--- src/rtl/byte_sram_ctrl.sv ---
// -----------------------------------------------------------------------------
// byte_sram_ctrl
//
// Single-outstanding request/response controller for a 128 x 8 registered-read
// byte SRAM. A request is latched in IDLE and turned into one SRAM strobe
// cycle (WR or RD). A read then waits one capture cycle for the SRAM output
// register (CAP) and presents the data in RESP until the consumer accepts it.
//
// Optional feature, macro BYTE_SRAM_CTRL_WR_VERIFY_EN:
//   defined   - every write is read back (VRD/VCAP), compared against the
//               written byte, and always answered with a response beat whose
//               rsp_rdata is the read-back value and rsp_err flags a mismatch;
//               err_cnt counts mismatches, saturating at 255.
//   undefined - VRD/VCAP are never entered, rsp_err/err_cnt are tied to 0 and
//               write responses follow the WR_ACK parameter.
//
// Parameters:
//   WR_ACK        1: each write returns one response beat (rsp_rdata = 0)
//                 0: writes complete silently (ignored with verify compiled in)
//
// Ports:
//   sram_clk       in   clock, all state changes on the rising edge
//   sram_ares      in   asynchronous active-high reset (shared with the SRAM)
//   req_valid      in   request offered
//   req_ready      out  controller idle and able to take a request
//   req_write      in   1 = write, 0 = read
//   req_addr[6:0]  in   byte index
//   req_wdata[7:0] in   write data
//   rsp_valid      out  response beat present
//   rsp_ready      in   consumer takes the response beat
//   rsp_rdata[7:0] out  read data / verified read-back / 0
//   rsp_err        out  verify mismatch on this beat
//   err_cnt[7:0]   out  saturating verify mismatch count
//   wr_enable      out  SRAM write strobe
//   rd_enable      out  SRAM read strobe
//   ram_index[6:0] out  SRAM address (last latched request address)
//   sram_data_in   out  SRAM write data (last latched request data)
//   sram_data_out  in   SRAM registered read data, valid the cycle after
//                       rd_enable
// -----------------------------------------------------------------------------
module byte_sram_ctrl #(
  parameter bit WR_ACK = 1'b1
) (
  input  logic       sram_clk,
  input  logic       sram_ares,
  input  logic       req_valid,
  output logic       req_ready,
  input  logic       req_write,
  input  logic [6:0] req_addr,
  input  logic [7:0] req_wdata,
  output logic       rsp_valid,
  input  logic       rsp_ready,
  output logic [7:0] rsp_rdata,
  output logic       rsp_err,
  output logic [7:0] err_cnt,
  output logic       wr_enable,
  output logic       rd_enable,
  output logic [6:0] ram_index,
  output logic [7:0] sram_data_in,
  input  logic [7:0] sram_data_out
);

  typedef enum logic [2:0] {
    IDLE,
    WR,
    RD,
    CAP,
    VRD,
    VCAP,
    RESP
  } state_t;

  state_t     r_state;
  state_t     w_state_nxt;
  logic       w_accept;
  logic [6:0] r_index;
  logic [7:0] r_wdata;
  logic [7:0] r_rdata;

  // ---------------------------------------------------------------------------
  // State register
  // ---------------------------------------------------------------------------
  // NOTE: clocked state is always assigned with <= so every flop samples the
  // pre-edge values of the others, independent of statement order.
  always_ff @(posedge sram_clk or posedge sram_ares) begin
    if (sram_ares) begin
      r_state <= IDLE;
    end else begin
      r_state <= w_state_nxt;
    end
  end

  // ---------------------------------------------------------------------------
  // Next state and state-decoded outputs. The strobes depend on r_state only,
  // so there is no combinational path from req_* to the SRAM.
  // ---------------------------------------------------------------------------
  // NOTE: every output of this block gets a default first; a branch that
  // forgets an assignment then keeps the default instead of inferring a latch.
  always_comb begin
    w_state_nxt = r_state;
    req_ready   = 1'b0;
    rsp_valid   = 1'b0;
    wr_enable   = 1'b0;
    rd_enable   = 1'b0;
    case (r_state)
      IDLE: begin
        req_ready = 1'b1;
        if (req_valid) begin
          w_state_nxt = req_write ? WR : RD;
        end
      end
      WR: begin
        wr_enable = 1'b1;
`ifdef BYTE_SRAM_CTRL_WR_VERIFY_EN
        w_state_nxt = VRD;
`else
        w_state_nxt = WR_ACK ? RESP : IDLE;
`endif
      end
      RD: begin
        rd_enable   = 1'b1;
        w_state_nxt = CAP;
      end
      CAP: begin
        w_state_nxt = RESP;
      end
      VRD: begin
        rd_enable   = 1'b1;
        w_state_nxt = VCAP;
      end
      VCAP: begin
        w_state_nxt = RESP;
      end
      RESP: begin
        rsp_valid = 1'b1;
        if (rsp_ready) begin
          w_state_nxt = IDLE;
        end
      end
      default: begin
        w_state_nxt = IDLE;
      end
    endcase
  end

  assign w_accept = req_valid && req_ready;

  // ---------------------------------------------------------------------------
  // Request latch and read-data capture. rsp_rdata is cleared when a request
  // is taken so an unverified write answers with 0; CAP/VCAP overwrite it with
  // the SRAM output register on their closing edge.
  // ---------------------------------------------------------------------------
  always_ff @(posedge sram_clk or posedge sram_ares) begin
    if (sram_ares) begin
      r_index <= '0;
      r_wdata <= '0;
      r_rdata <= '0;
    end else begin
      if (w_accept) begin
        r_index <= req_addr;
        r_wdata <= req_wdata;
        r_rdata <= '0;
      end else if ((r_state == CAP) || (r_state == VCAP)) begin
        r_rdata <= sram_data_out;
      end
    end
  end

  assign ram_index    = r_index;
  assign sram_data_in = r_wdata;
  assign rsp_rdata    = r_rdata;

  // ---------------------------------------------------------------------------
  // Write verify: compare the read-back byte with the latched write data.
  // ---------------------------------------------------------------------------
`ifdef BYTE_SRAM_CTRL_WR_VERIFY_EN
  logic       r_err;
  logic [7:0] r_err_cnt;
  logic       w_mismatch;

  assign w_mismatch = (sram_data_out != r_wdata);

  always_ff @(posedge sram_clk or posedge sram_ares) begin
    if (sram_ares) begin
      r_err     <= 1'b0;
      r_err_cnt <= '0;
    end else begin
      if (w_accept) begin
        r_err <= 1'b0;
      end else if (r_state == VCAP) begin
        r_err <= w_mismatch;
        if (w_mismatch && (r_err_cnt != 8'hFF)) begin
          r_err_cnt <= r_err_cnt + 8'd1;
        end
      end
    end
  end

  assign rsp_err = r_err;
  assign err_cnt = r_err_cnt;
`else
  assign rsp_err = 1'b0;
  assign err_cnt = 8'h00;
`endif

endmodule

--- config.mk ---
export PLATFORM = sky130hd
export DESIGN_NAME = byte_sram_ctrl
export DESIGN_NICKNAME = d
export VERILOG_FILES = /design/src/rtl/byte_sram_ctrl.sv
export SDC_FILE = /design/constraint.sdc
export NUM_CORES = 1
export LEC_CHECK = 0
export ABC_CLOCK_PERIOD_IN_PS = 2800
export CAP_MARGIN = 30
export CORE_ASPECT_RATIO = 0.9
export CORE_MARGIN = 8
export CORE_UTILIZATION = 35
export CTS_CLUSTER_DIAMETER = 200
export DETAILED_ROUTE_END_ITERATION = 12
export PLACE_DENSITY_LB_ADDON = 0.05
export REMOVE_ABC_BUFFERS = 1
export SYNTH_ARGS = -nofsm -noshare
export SYNTH_HDL_FRONTEND = slang
export SYNTH_SLANG_ARGS = --single-unit
--- constraint.sdc ---
create_clock -name sram_clk -period 2.8 [get_ports sram_clk]
set_clock_uncertainty 0.2 [all_clocks]
set_input_delay 0.42 -clock sram_clk [delete_from_list [all_inputs] [get_ports sram_clk]]
set_output_delay 0.42 -clock sram_clk [all_outputs]
set_load 0.1 [all_outputs]
Word-level counts from Yosys, hierarchy flattened
Cells that the tools add are included.
{ "totals": {"register_bits": 26, "inputBits": 28, "output_inout_bits": 36} }
{ "op_classes": {"n_eq_ne": 8, "muxes": 10, "reduce_logical": 7} }
{ "op_table": {"columns": ["cell", "n"], "rows": [
  ["$mux W8", 2],
  ["$pmux W3 S5", 1],
  ["$eq A3 B3 Y1 const B", 3],
  ["$eq A3 B2 Y1 const B", 2],
  ["$mux W3", 2],
  ["$mux W1", 4],
  ["$ne A2 B2 Y1 const B", 2],
  ["$eq A3 B1 Y1 const B", 1],
  ["$logic_not A3 Y1", 1],
  ["$reduce_or A3 Y1", 1],
  ["$mux W2", 1],
  ["$reduce_and A2 Y1", 1],
  ["$reduce_bool A2 Y1", 1],
  ["$reduce_or A2 Y1", 1],
  ["$logic_and A1 B1 Y1", 1],
  ["$logic_or A1 B1 Y1", 1]
]} }

Logic depth before layout (Yosys ltp)
{ "depth": {"ltp_word": 4, "depth_mapped": 5, "depth_no_buf": 3} }

Worst setup path before layout
OpenSTA, ideal clock, no wires.
{ "synth_timing": {"path_kind": "register to output", "from": "reg r_state[0]", "to": "out wr_enable", "n_path_buf": 2, "stages_incl_launch_ff": 4, "setup_slack_ns": -0.777, "t_arrival_ns": 2.957, "path_cell_list": "dfrtp_1 buf_6 clkbuf_1 nor3b_1"} }
{ "synth_via": {"elab_chain_len": 2} }
{ "synth_rtl": {"columns": ["item", "line", "source"], "rows": [
  ["start, declared", "73", "state_t r_state;"],
  ["start signal, assigned", "89", "r_state <= w_state_nxt;"],
  ["$eq A3 B1 Y1", "105", "case (r_state)"],
  ["$mux W1", "105", null],
  ["end, declared", "56", "output logic wr_enable,"]
]} }
Every way passes these cells.

Worst setup path after layout
{ "layout_timing": {"from": "reg r_state[1]", "to": "out rd_enable"} }
{ "layout_via": {"elab_chain_len": 3, "word_cells_on_any_way": 4, "cone_classes": "eq/ne: 2; mux: 1; reduce/logical: 1"} }
{ "layout_rtl": {"columns": ["item", "line", "source"], "rows": [
  ["$eq A3 B3 Y1 / $eq A3 B2 Y1 (equally long branches)", "105", null],
  ["$reduce_or A2 Y1 (no line) *", null, null],
  ["$mux W1 *", "105", null],
  ["end, declared", "57", "output logic rd_enable,"]
]} }
Every way passes the cells marked *; elsewhere a longest branch is shown, timed or not.

==> report_table.html <==
<table>
<tr><th>Metric</th><th>Value</th></tr>
<tr><th colspan="2">Cells and area</th></tr>
<tr><td>Final net count</td><td>180</td></tr>
<tr><td>Non-Filler Cell Area, Final</td><td>1790 µm²</td></tr>
<tr><td>Antenna fix cells</td><td>0</td></tr>
<tr><td>Layout-stage area growth over the synthesis result</td><td>40.6%</td></tr>
<tr><td>Share of post-route cells with drive strength above 1</td><td>0.371</td></tr>
<tr><td>Final-layout fill cell count</td><td>291</td></tr>
<tr><th colspan="2">Yosys</th></tr>
<tr><td>Mean post-synth cell area</td><td>13.0 µm²</td></tr>
<tr><td>Proportion of register bits with asynchronous set or reset after synthesis</td><td>1.00</td></tr>
<tr><td>Largest area contributor in the netlist</td><td>dfrtp_1</td></tr>
<tr><td>Synth Register Bits</td><td>26</td></tr>
<tr><td>Dominant cells by area after synthesis</td><td>dfrtp_1, mux2_4, o221a_2, buf_4, nor2_1</td></tr>
<tr><td>Post-Synthesis Cell Area</td><td>roughly 1300 µm²</td></tr>
<tr><td>Number of warnings issued by yosys</td><td>0</td></tr>
<tr><td>Sequential element share of the synthesized area</td><td>0.511</td></tr>
<tr><td>Cell variety after synth</td><td>21</td></tr>
<tr><td>Number of enable-type register cells in the synthesized netlist</td><td>0</td></tr>
<tr><td>Top-count cell post-synth</td><td>dfrtp_1</td></tr>
<tr><td>Prevailing post-synth register cell</td><td>dfrtp_1</td></tr>
<tr><td>Synthesized instance count</td><td>98</td></tr>
<tr><td>Synth top cells by count</td><td>dfrtp_1, nor2_1, buf_4, mux2_4, o221a_2</td></tr>
<tr><td>Share of Yosys cell area claimed by the top area cell type</td><td>0.511</td></tr>
<tr><th colspan="2">Routing</th></tr>
<tr><td>Vias</td><td>around 890</td></tr>
<tr><td>Count of routing violations after the opening detailed-route iteration</td><td>20</td></tr>
<tr><td>Antenna-violating nets left</td><td>0</td></tr>
<tr><td>Final wirelength</td><td>2.88 mm</td></tr>
<tr><td>Detailed-route wire length per cell</td><td>14.8 µm</td></tr>
<tr><td>DR DRC count</td><td>0</td></tr>
<tr><td>Vias per cell</td><td>4.54</td></tr>
<tr><td>1st-pass router iterations</td><td>4</td></tr>
<tr><th colspan="2">Clock network</th></tr>
<tr><td>Source-to-sink clock delay at the later pin of the worst-skew pair</td><td>around 260 ps</td></tr>
<tr><td>CTS tree</td><td>yes</td></tr>
<tr><td>Longest Clk Path Bufs</td><td>2</td></tr>
<tr><td>Maximum level of the CTS H-tree</td><td>1</td></tr>
<tr><td>Clock Sink Count</td><td>26</td></tr>
<tr><td>Root Driver</td><td>clkbuf_8</td></tr>
<tr><td>Clock slew at reported path FFs</td><td>90 ps</td></tr>
<tr><td>Number of buffers inserted during clock tree synthesis</td><td>3</td></tr>
<tr><td>Post-CTS repair timing setup buffer count</td><td>0</td></tr>
<tr><td>Hold buffer count at cts</td><td>0</td></tr>
<tr><td>Resized Gates After CTS</td><td>0</td></tr>
<tr><th colspan="2">Critical path</th></tr>
<tr><td>Required time of the worst setup path</td><td>2180 ps</td></tr>
<tr><td>Internal reg-to-reg setup slack</td><td>780 ps</td></tr>
<tr><td>Reg-to-Reg Start</td><td>r_state[0]</td></tr>
<tr><td>Worst EP arrival</td><td>1680 ps</td></tr>
<tr><td>Worst-path maximum fanout</td><td>10</td></tr>
<tr><td>Cell count of the worst reg-to-reg path</td><td>3</td></tr>
<tr><td>Startpoint types</td><td>register</td></tr>
<tr><td>Crit path capture type</td><td>output port</td></tr>
<tr><td>Critical path class</td><td>register to output port</td></tr>
<tr><td>Worst R2R End</td><td>sram_data_in[3]</td></tr>
<tr><th colspan="2">Die</th></tr>
<tr><td>Floorplan Core Area</td><td>3430 µm²</td></tr>
<tr><td>Horizontal die dimension</td><td>79.6 µm</td></tr>
<tr><td>Number of core rows</td><td>20</td></tr>
<tr><td>Initial core utilization</td><td>0.371</td></tr>
<tr><td>Number of placed I/O pins</td><td>between 60 and 70</td></tr>
<tr><td>Die area</td><td>5820 µm²</td></tr>
<tr><td>Die height</td><td>73.2 µm</td></tr>
<tr><th colspan="2">Timing</th></tr>
<tr><td>Worst slack on hold paths</td><td>~300 ps</td></tr>
<tr><td>Worst slew slack as a fraction of its limit</td><td>0.604</td></tr>
<tr><td>Actual slew at the worst max-slew pin</td><td>roughly 590 ps</td></tr>
<tr><td>Achievable Freq</td><td>about 0.43 GHz</td></tr>
<tr><td>Number of hold-slack violations in the final timing report</td><td>0</td></tr>
<tr><td>Tmin final</td><td>about 2300 ps</td></tr>
<tr><td>Setup Viol. Count Final</td><td>0</td></tr>
<tr><td>Setup repair after global routing missed its margin</td><td>false</td></tr>
<tr><td>Max-slew violation count</td><td>0</td></tr>
<tr><td>Share of the clock period used by the worst path after layout</td><td>0.823</td></tr>
<tr><th colspan="2">Place</th></tr>
<tr><td>Count of input and output buffers</td><td>54</td></tr>
<tr><td>HPWL reported at the end of detailed placement</td><td>2.12 mm</td></tr>
<tr><td>Area after detailed placement</td><td>1730 µm²</td></tr>
<tr><td>Final weighted congestion in routability-driven placement</td><td>0.673</td></tr>
<tr><th colspan="2">Global routing</th></tr>
<tr><td>Pin count of the biggest net entering global routing</td><td>27</td></tr>
<tr><td>Vias in the first global route</td><td>approximately 990</td></tr>
<tr><td>Overall routing resource usage</td><td>0.0953</td></tr>
<tr><td>Global-route wire length before repair</td><td>between 4 and 5 mm</td></tr>
<tr><td>Overall overflow remaining after global route</td><td>0</td></tr>
<tr><td>Antenna violations before repair</td><td>0</td></tr>
<tr><th colspan="2">Run status</th></tr>
<tr><td>Result of the run</td><td>finished, final reports clean</td></tr>
<tr><th colspan="2">Run</th></tr>
<tr><td>Max-capacitance violation count</td><td>0</td></tr>
<tr><th colspan="2">Hold path</th></tr>
<tr><td>Worst hold-check path type</td><td>input port to async pin</td></tr>
</table>
[metrics by stage]
stage	setup slack, ps	util	TNS [ps]	std cells
detailed placement	597	0.506	0	191
floorplan	-700	-	-1220	91
CTS	475	0.522	0	195
global placement	637	0.506	0	191
finish	495	0.522	0	195
global route	362	0.522	0	195
[placed cells by master (no fill, tap or decap), types with 3 or more instances in the layout]
cell type / count
buf_4: 28
clkbuf_8: 4
clkdlybuf4s50_1: 27
conb_1: 9
dfrtp_1: 26
mux2_2: 3
mux2_4: 10
nor2_1: 19
o221a_2: 8
[final cells by class]
type                            count  area (µm²)  area share
Tap cell                           44        55.1      0.0308
Sequential cell                    26         651       0.364
Inverter                            1        3.75     0.00210
Clock buffer                        4        55.1      0.0308
Multi-Input combinational cell     64         524       0.293
Timing Repair Buffer               56         500       0.280
[cell families (layout without fill, tap and decap cells)]
group	Yosys count	after routing	synth area share
compound gates	12	12	0.0954
xor+xnor	1	1	0.0216
buf+inv	16	61	0.100
flops	26	26	0.511
mux	15	15	0.162
other cells	1	9	0.00295
simple gates	27	27	0.106
[routing by layer]
layer / track usage / routed length (µm) / vias to the layer above
met3: 0.0308 / 221 / 2
met2: 0.152 / 1280 / 39
met5: 0 / 0 / -
li1: - / - / 424
met4: 0.0246 / 14 / 0
met1: 0.120 / 1360 / 421
[flip-flops by register name, summed over array words and instances (netlist names)]
name and flops:
sram_data_in 8, rsp_rdata 8, r_state 3, ram_index 7
[critical path, stage by stage, from the launching register on]
cell     delay [ps]
dfrtp_1         620
xor2_4          330
nor2b_1         260
buf_12          210
[how the worst max path moves through the flow]
stage | from | to | slack, ps
global route | r_state[1] | rd_enable | 360
CTS | r_state[1] | rd_enable | 470
floorplan | r_state[0] | wr_enable | -700
global placement | req_valid | sram_data_in[3] | 640
detailed placement | req_valid | sram_data_in[3] | 600
finish | r_state[1] | rd_enable | 500
Power is left out: the tool's default activity adds up to more than one toggle a clock period on the data nets, which glitch-free logic cannot reach.
